$ cat config.mk
export PLATFORM = sky130hd
export DESIGN_NAME = regbus_apb_master
export DESIGN_NICKNAME = d
export VERILOG_FILES = /design/src/rtl/regbus_apb_master.sv
export SDC_FILE = /design/constraint.sdc
export NUM_CORES = 1
export LEC_CHECK = 0
export CORE_ASPECT_RATIO = 1.25
export CORE_MARGIN = 2
export CORE_UTILIZATION = 40
export DETAILED_ROUTE_END_ITERATION = 12
export GPL_TIMING_DRIVEN = 1
export PLACE_DENSITY_LB_ADDON = 0.12
export SKIP_LAST_GASP = 1
export SYNTH_ARGS = -nofsm -noshare
export SYNTH_HDL_FRONTEND = slang
export SYNTH_SLANG_ARGS = --single-unit
$ cat constraint.sdc
create_clock -name clk -period 4.25 [get_ports clk]
set_input_delay 0.425 -clock clk [delete_from_list [all_inputs] [get_ports clk]]
set_output_delay 0.425 -clock clk [all_outputs]
set_load 0.01 [all_outputs]
$ cat src/rtl/regbus_apb_master.sv
// regbus_apb_master: bridges a single-outstanding register request channel
// onto an APB3/APB4 SETUP/ACCESS transfer and returns the result on a
// response channel. Hung transfers are aborted after TIMEOUT ACCESS cycles.
//
// Handshakes (req_*, rsp_*): a transfer happens on a rising clock edge where
// vld && rdy are both high. The source holds vld and its payload stable until
// that edge. The sink may raise or lower rdy at any time. Here, req_rdy is
// high only in IDLE and rsp_vld only in RESP. Both are registers, so neither
// depends combinationally on the other side.
module regbus_apb_master #(
    parameter int         ADDR_WIDTH = 16,
    parameter int         DATA_WIDTH = 32,
    parameter int         TIMEOUT    = 16,
    parameter logic [2:0] PROT       = 3'b000
) (
    input  logic                      clk,
    input  logic                      rst,
    // request channel
    input  logic                      req_vld,
    output logic                      req_rdy,
    input  logic                      req_write,
    input  logic [ADDR_WIDTH-1:0]     req_addr,
    input  logic [DATA_WIDTH-1:0]     req_wdata,
    input  logic [DATA_WIDTH/8-1:0]   req_strb,
    // response channel
    output logic                      rsp_vld,
    input  logic                      rsp_rdy,
    output logic [DATA_WIDTH-1:0]     rsp_rdata,
    output logic                      rsp_err,
    output logic                      rsp_timeout,
    output logic [7:0]                err_cnt,
    // APB master port
    output logic [ADDR_WIDTH-1:0]     p_addr,
    output logic [2:0]                p_prot,
    output logic                      p_sel,
    output logic                      p_enable,
    output logic                      p_write,
    output logic [DATA_WIDTH-1:0]     p_wdata,
    output logic [DATA_WIDTH/8-1:0]   p_strb,
    input  logic                      p_ready,
    input  logic [DATA_WIDTH-1:0]     p_rdata,
    input  logic                      p_slverr,
    // current FSM state, for observation only
    output logic [1:0]                state_dbg
);

    localparam int                   STRB_WIDTH = DATA_WIDTH / 8;
    // Wide enough to hold TIMEOUT-1. It is never narrower than one bit.
    localparam int                   CNT_WIDTH  = $clog2(TIMEOUT + 2);
    localparam logic [CNT_WIDTH-1:0] CNT_LAST   = CNT_WIDTH'(TIMEOUT - 1);

    typedef enum logic [1:0] {
        S_IDLE   = 2'd0,
        S_SETUP  = 2'd1,
        S_ACCESS = 2'd2,
        S_RESP   = 2'd3
    } state_t;

    state_t               state;
    logic [CNT_WIDTH-1:0] wait_cnt;

    assign p_prot    = PROT;
    assign state_dbg = state;

    // Transfer sequencer. Every output is a register updated on the state transition.
    always_ff @(posedge clk or posedge rst) begin
        if (rst) begin
            state       <= S_IDLE;
            req_rdy     <= 1'b1;
            rsp_vld     <= 1'b0;
            rsp_rdata   <= '0;
            rsp_err     <= 1'b0;
            rsp_timeout <= 1'b0;
            err_cnt     <= '0;
            p_addr      <= '0;
            p_sel       <= 1'b0;
            p_enable    <= 1'b0;
            p_write     <= 1'b0;
            p_wdata     <= '0;
            p_strb      <= '0;
            wait_cnt    <= '0;
        end else begin
            case (state)
                S_IDLE: begin
                    if (req_vld && req_rdy) begin
                        p_addr  <= req_addr;
                        p_write <= req_write;
                        p_wdata <= req_wdata;
                        // A read carries no byte lanes.
                        p_strb  <= req_write ? req_strb : {STRB_WIDTH{1'b0}};
                        p_sel   <= 1'b1;
                        req_rdy <= 1'b0;
                        state   <= S_SETUP;
                    end
                end

                S_SETUP: begin
                    // p_ready has no meaning before ACCESS and is ignored here.
                    p_enable <= 1'b1;
                    wait_cnt <= '0;
                    state    <= S_ACCESS;
                end

                S_ACCESS: begin
                    if (p_ready) begin
                        // A completion in the last allowed cycle still counts as completion.
                        rsp_rdata   <= (!p_write && !p_slverr) ? p_rdata : '0;
                        rsp_err     <= p_slverr;
                        rsp_timeout <= 1'b0;
                        rsp_vld     <= 1'b1;
                        p_sel       <= 1'b0;
                        p_enable    <= 1'b0;
                        state       <= S_RESP;
                    end else if ((TIMEOUT != 0) && (wait_cnt == CNT_LAST)) begin
                        rsp_rdata   <= '0;
                        rsp_err     <= 1'b1;
                        rsp_timeout <= 1'b1;
                        rsp_vld     <= 1'b1;
                        p_sel       <= 1'b0;
                        p_enable    <= 1'b0;
                        state       <= S_RESP;
                    end else begin
                        wait_cnt <= wait_cnt + 1'b1;
                    end
                end

                S_RESP: begin
                    if (rsp_vld && rsp_rdy) begin
                        if (rsp_err && (err_cnt != 8'hFF)) begin
                            err_cnt <= err_cnt + 8'd1;
                        end
                        rsp_vld <= 1'b0;
                        req_rdy <= 1'b1;
                        state   <= S_IDLE;
                    end
                end

                default: begin
                    state <= S_IDLE;
                end
            endcase
        end
    end

endmodule
==> flow_summary.yaml, run 1 <==
die:
  dieArea_sq_um: 11400
  num_rows: 42
  boundaryPins: 195
  coreArea_sq_um: 10500
  start_util_pct: 40.5
  chipHeight_um: 119
  die_w_um: 96.1
timing:
  rsz0062_at_grt: "false"
  max_freq_mhz: 418
  fin_crit_sh_pct: 56.3
  finalClockSkew_ns: 0.00748
  setup_tns_ns: 0
  whs_ns: 0.492
  period_needed_ns: 2.39
  drv_slew: 0
  worst_pin_slew_ns: 1.13
  final-setup-viol-count: 0
  maxSlewHeadroom_pct: 24.7
  final_hold_viol_count: 0
power_and_ir_drop:
  total_power_mw: 4.54
  vdd_ir_drop_max_uv: 289
  powerDensity_nw_per_um2: 685
  p_leak_nw: 2.95
yosys:
  synth.distinct_cells: 35
  synthCells: 300
  postSynthAreaPerCell_sq_um: 14.1
  synth-main-ff-cell: "dfrtp_1"
  yosysSeqAreaShare_pct: 62.6
  synth_async_sr_flop_share_pct: 100
  synth_area_sq_um: 4240
  ys_seq_elements: 106
  yosysTopAreaCellShare_pct: 62.0
  synth_area_leaders: "dfrtp_1, mux2_2, a22o_1"
  synth_edf_count: 0
  synth_top_cell_by_area: "dfrtp_1"
  yosysWarningCount: 0
drt:
  vias_per_cell: 4.95
  avgRoutedWirePerCell_um: 16.2
  drc: 0
  drt-initial-drc-count: 103
  firstDrtPassIters: 4
  dr_total_vias: 3107
  wirelength_um: 10200
  final_antenna_net_count: 0
setup_path:
  critical_path.cell_chain: "inv_1 > ha_1 > nand2_1 > nor3_4 > a22o_1"
  critPathCaptureType: "flop"
  critPathLaunchType: "flop"
  slowest_stage: "nor3_4"
  critPathRequiredTime_ns: 4.52
  cpLargestDelayFamily: "simple AND/OR/NAND/NOR gates"
  critPathKind: "flop to flop"
  path_buf_inv: 1
  max_stage_delay_ns: 0.88
  cp_max_fo: 32
  critPathArrivalTime_ns: 2.66
clock_network:
  clkSinkCount: 106
  cts_buffers: 9
  clk_latency_ns: 0.34
  cts_resized: 0
  cts_max_level: 3
  clkTransAtPathRegs_ns: 0.07
  clockBufferDepth: 2
  post_cts_buffers: 0
  tritoncts: "built"
  cts_root_buf: "clkbuf_16"
  postCtsHoldBufs: 0
placement:
  gp_congestion: 0.747
  dp.cells: 612
  hpwl_um: 7220
  portBuffers: 191
global_routing:
  overflow: 0
  grt_usage_pct: 18.4
  grt_pass1_vias: 3263
  antenna_found_initial: 0
  grt_max_degree: 78
  grt_pass1_wl_um: 16100
cells_and_area:
  drive_gt1_share_pct: 14.7
  layout_common_cells: "clkdlybuf4s50_1, dfrtp_1, a22o_1, mux2_2, nand2_1"
  layout.nets: 588
  post-route-util_pct: 63.4
  diodes: 0
  instances_no_fill: 628
  layout_commonest_cell: "clkdlybuf4s50_1"
  area_delta_synth_final_pct: 56.5
worst_hold_path:
  min_path_type: "flop to flop"
run:
  drv_cap: 0
outcome:
  status: "finished clean"
[cells by family after synthesis]
family,synth area share [%]
flops,62.6
compound gates,10.9
mux,14.4
simple gates,5.79
buf+inv,2.98
xor+xnor,1.45
fa+ha+maj,1.77
other cells,0.0885
[metrics by stage]
stage / instance area [sq um] / setup WS, ns
final: 6640 / 1.86
after global routing: 6640 / 1.64
after CTS: 6640 / 1.82
after detailed placement: 6270 / 1.81
after global placement: 6270 / 1.85
after floorplan: 4250 / 1.04
[flip-flops by register name (all words and copies together) (netlist names), 2 cells and up]
name,cells
p_wdata,32
rsp_rdata,32
p_addr,16
err_cnt,8
wait_cnt,5
p_strb,4
state_dbg,2
[final timing paths]
path                                          startpoint                        end  slack [ns]  cells past startpoint
worst min register to register    err_cnt[7]$_DFFE_PP0P_     err_cnt[7]$_DFFE_PP0P_        0.49                      1
worst max-delay path            state_dbg[0]$_DFFE_PP0P_  rsp_rdata[31]$_DFFE_PP0P_        1.86                      5
max in group asynchronous                            rst  rsp_rdata[31]$_DFFE_PP0P_        2.62                      3
min in group asynchronous                            rst    p_wdata[14]$_DFFE_PP0P_        0.64                      2
worst min-delay path              err_cnt[7]$_DFFE_PP0P_     err_cnt[7]$_DFFE_PP0P_        0.49                      1
worst max register to register  state_dbg[0]$_DFFE_PP0P_  rsp_rdata[31]$_DFFE_PP0P_        1.86                      5
[final cells by class]
type / instances / area [sq um]
Sequential cell: 106 / 2650
Clock inverter: 5 / 125
Timing Repair Buffer: 194 / 1950
Multi-Input combinational cell: 173 / 1470
Inverter: 7 / 28.8
Tap cell: 132 / 165
Fill cell: 826 / 3820
Clock buffer: 11 / 243
[cells in the mapped netlist (3+ instances only)]
library cell / instances
mux2_2: 33
buf_4: 4
buf_2: 8
a22o_1: 34
o21ai_1: 5
mux2_4: 10
ha_1: 6
xor2_1: 6
mux2_1: 8
nand4_1: 3
nand2_1: 21
nor3_2: 3
dfrtp_1: 105
o21ai_0: 8
nor2_1: 10
a21oi_1: 6
inv_1: 7
[where the power goes]
part           leakage, nW  total, mW  switching [mW]  internal, mW
Clock                0.180       1.01           0.356         0.651
Sequential            1.34       1.66           0.245          1.42
Combinational         1.43       1.87           0.721          1.15
[routing by layer]
layer	track usage [%]	vias to the layer above	wire, um
met4	7.32	0	188
met1	22.9	1526	4230
met2	29.6	131	4880
met3	5.76	12	882
met5	0	-	0
li1	-	1438	-
(Power assumes the default switching activity.)
==> run 2: changes to the inputs <==
CORE_UTILIZATION = 37   (was 40)
clock period = 2.1 ns   (was 4.25 ns; I/O delays follow)
==> flow_summary.yaml, run 2 (synthesized netlist as in run 1, its figures left out) <==
timing:
  drv_slew: 0
  period_needed_ns: 1.91
  max_freq_mhz: 522
  final_hold_viol_count: 0
  rsz0062_at_grt: "false"
  fin_crit_sh_pct: 91.2
  setup_tns_ns: 0
  finalClockSkew_ns: 0.00826
  final-setup-viol-count: 0
clock_network:
  cts_buffers: 9
  clk_latency_ns: 0.35
  postCtsHoldBufs: 0
  cts_max_level: 3
  clockBufferDepth: 2
  clkSinkCount: 106
  post_cts_buffers: 0
  cts_resized: 0
  cts_root_buf: "clkbuf_16"
  tritoncts: "built"
  clkTransAtPathRegs_ns: 0.07
global_routing:
  grt_pass1_vias: 3153
  antenna_found_initial: 0
  overflow: 0
  grt_pass1_wl_um: 15900
  grt_max_degree: 46
  grt_usage_pct: 16.8
setup_path:
  critPathKind: "flop to flop"
  cp_max_fo: 6
  critPathCaptureType: "flop"
  critPathRequiredTime_ns: 2.33
  r2r_end: "rsp_vld$_DFFE_PP0P_"
  critPathLaunchType: "flop"
  timing.rr.start: "wait_cnt[0]$_DFFE_PP0P_"
  critPathArrivalTime_ns: 2.15
  reg2reg_depth: 6
  rrSetupSlack_ns: 0.19
cells_and_area:
  drive_gt1_share_pct: 15.8
  layout.nets: 594
  design_area_sq_um: 6660
  layout_common_cells: "clkdlybuf4s50_1, dfrtp_1, a22o_1, mux2_2, nand2_1"
  layout_commonest_cell: "clkdlybuf4s50_1"
  seqCellArea_sq_um: 2650
  diodes: 0
  area_delta_synth_final_pct: 57.1
  fill_cells: 930
  reg_top3: "p_wdata (32), rsp_rdata (32), p_addr (16)"
  multi_input_area_sq_um: 1470
die:
  die_w_um: 99.7
  chipHeight_um: 124
  start_util_pct: 38.1
  coreArea_sq_um: 11100
  boundaryPins: 195
  dieArea_sq_um: 12300
  num_rows: 43
placement:
  place_area_sq_um: 6370
  hpwl_um: 7650
  portBuffers: 191
  gp_congestion: 0.767
drt:
  avgRoutedWirePerCell_um: 16.2
  top_layer_used: "met4"
  dr_total_vias: 3096
  wl_met2_um: 4890
  drc: 0
  firstDrtPassIters: 4
  final_antenna_net_count: 0
  wl_met3_um: 871
  wirelength_um: 10300
  vias_per_cell: 4.87
  met1_length_um: 4430
  drt-initial-drc-count: 50
power_and_ir_drop:
  p_leak_nw: 2.96
  vdd_ir_drop_max_uv: 497
  total_power_mw: 8.87
  powerDensity_nw_per_um2: 1330
run:
  drv_cap: 0
outcome:
  status: "finished clean"
worst_hold_path:
  min_path_type: "primary input to async pin"
-- run 2: cell count changes in the layout (fill, tap and decap cells not counted), sizes merged --
cell      previous run  this run
buf                  3         9
bufinv               4         1
clkbuf              11         9
clkinv               1         3
clkinvlp             0         2
-- run 2: metal layers --
layer	GRT usage (%)	vias up
li1	-	1457
met3	6.29	9
met5	0	-
met2	26.5	129
met1	21.1	1501
met4	6.08	0
-- run 2: critical path, cell delays in order (launching register included) --
cell     delay, ns
dfrtp_1       0.40
ha_1          0.23
and3_1        0.19
ha_1          0.22
nor2_1        0.35
o21ai_0       0.15
a22o_1        0.25
-- run 2: power by group --
part,switching (mW),internal (mW)
clock network,0.745,0.924
registers,0.495,2.87
logic,1.47,2.37
total,2.71,6.17
-- run 2: metrics by stage --
stage | std cells | setup WS (ns) | utilization, % | hold WS, ns
CTS | 636 | 0.196 | 59.8 | 0.314
global placement | 621 | 0.259 | 57.2 | 0.469
detailed placement | 621 | 0.212 | 57.2 | 0.476
finish | 636 | 0.186 | 59.8 | 0.319
global route | 636 | 0.0100 | 59.8 | 0.339
floorplan | 302 | 0.294 | - | 0.300
-- run 2: worst max-delay path by stage --
stage	start	endpoint	slack [ns]	depth (start not counted)
after global routing	wait_cnt[0]$_DFFE_PP0P_	wait_cnt[2]$_DFFE_PP0P_	0.01	7
after detailed placement	wait_cnt[0]$_DFFE_PP0P_	rsp_vld$_DFFE_PP0P_	0.21	6
after global placement	wait_cnt[0]$_DFFE_PP0P_	wait_cnt[2]$_DFFE_PP0P_	0.26	7
final	wait_cnt[0]$_DFFE_PP0P_	rsp_vld$_DFFE_PP0P_	0.19	6
after floorplan	wait_cnt[0]$_DFFE_PP0P_	wait_cnt[3]$_DFFE_PP0P_	0.29	7
after CTS	wait_cnt[0]$_DFFE_PP0P_	rsp_vld$_DFFE_PP0P_	0.20	6
-- run 2: area by class of cell --
class                           count  share of cell area [%]
Multi-Input combinational cell    173                    22.1
Sequential cell                   106                    39.8
Clock buffer                        9                    3.38
Clock inverter                      6                    1.01
Tap cell                          135                    2.54
Timing Repair Buffer              200                    30.7
Inverter                            7                   0.451
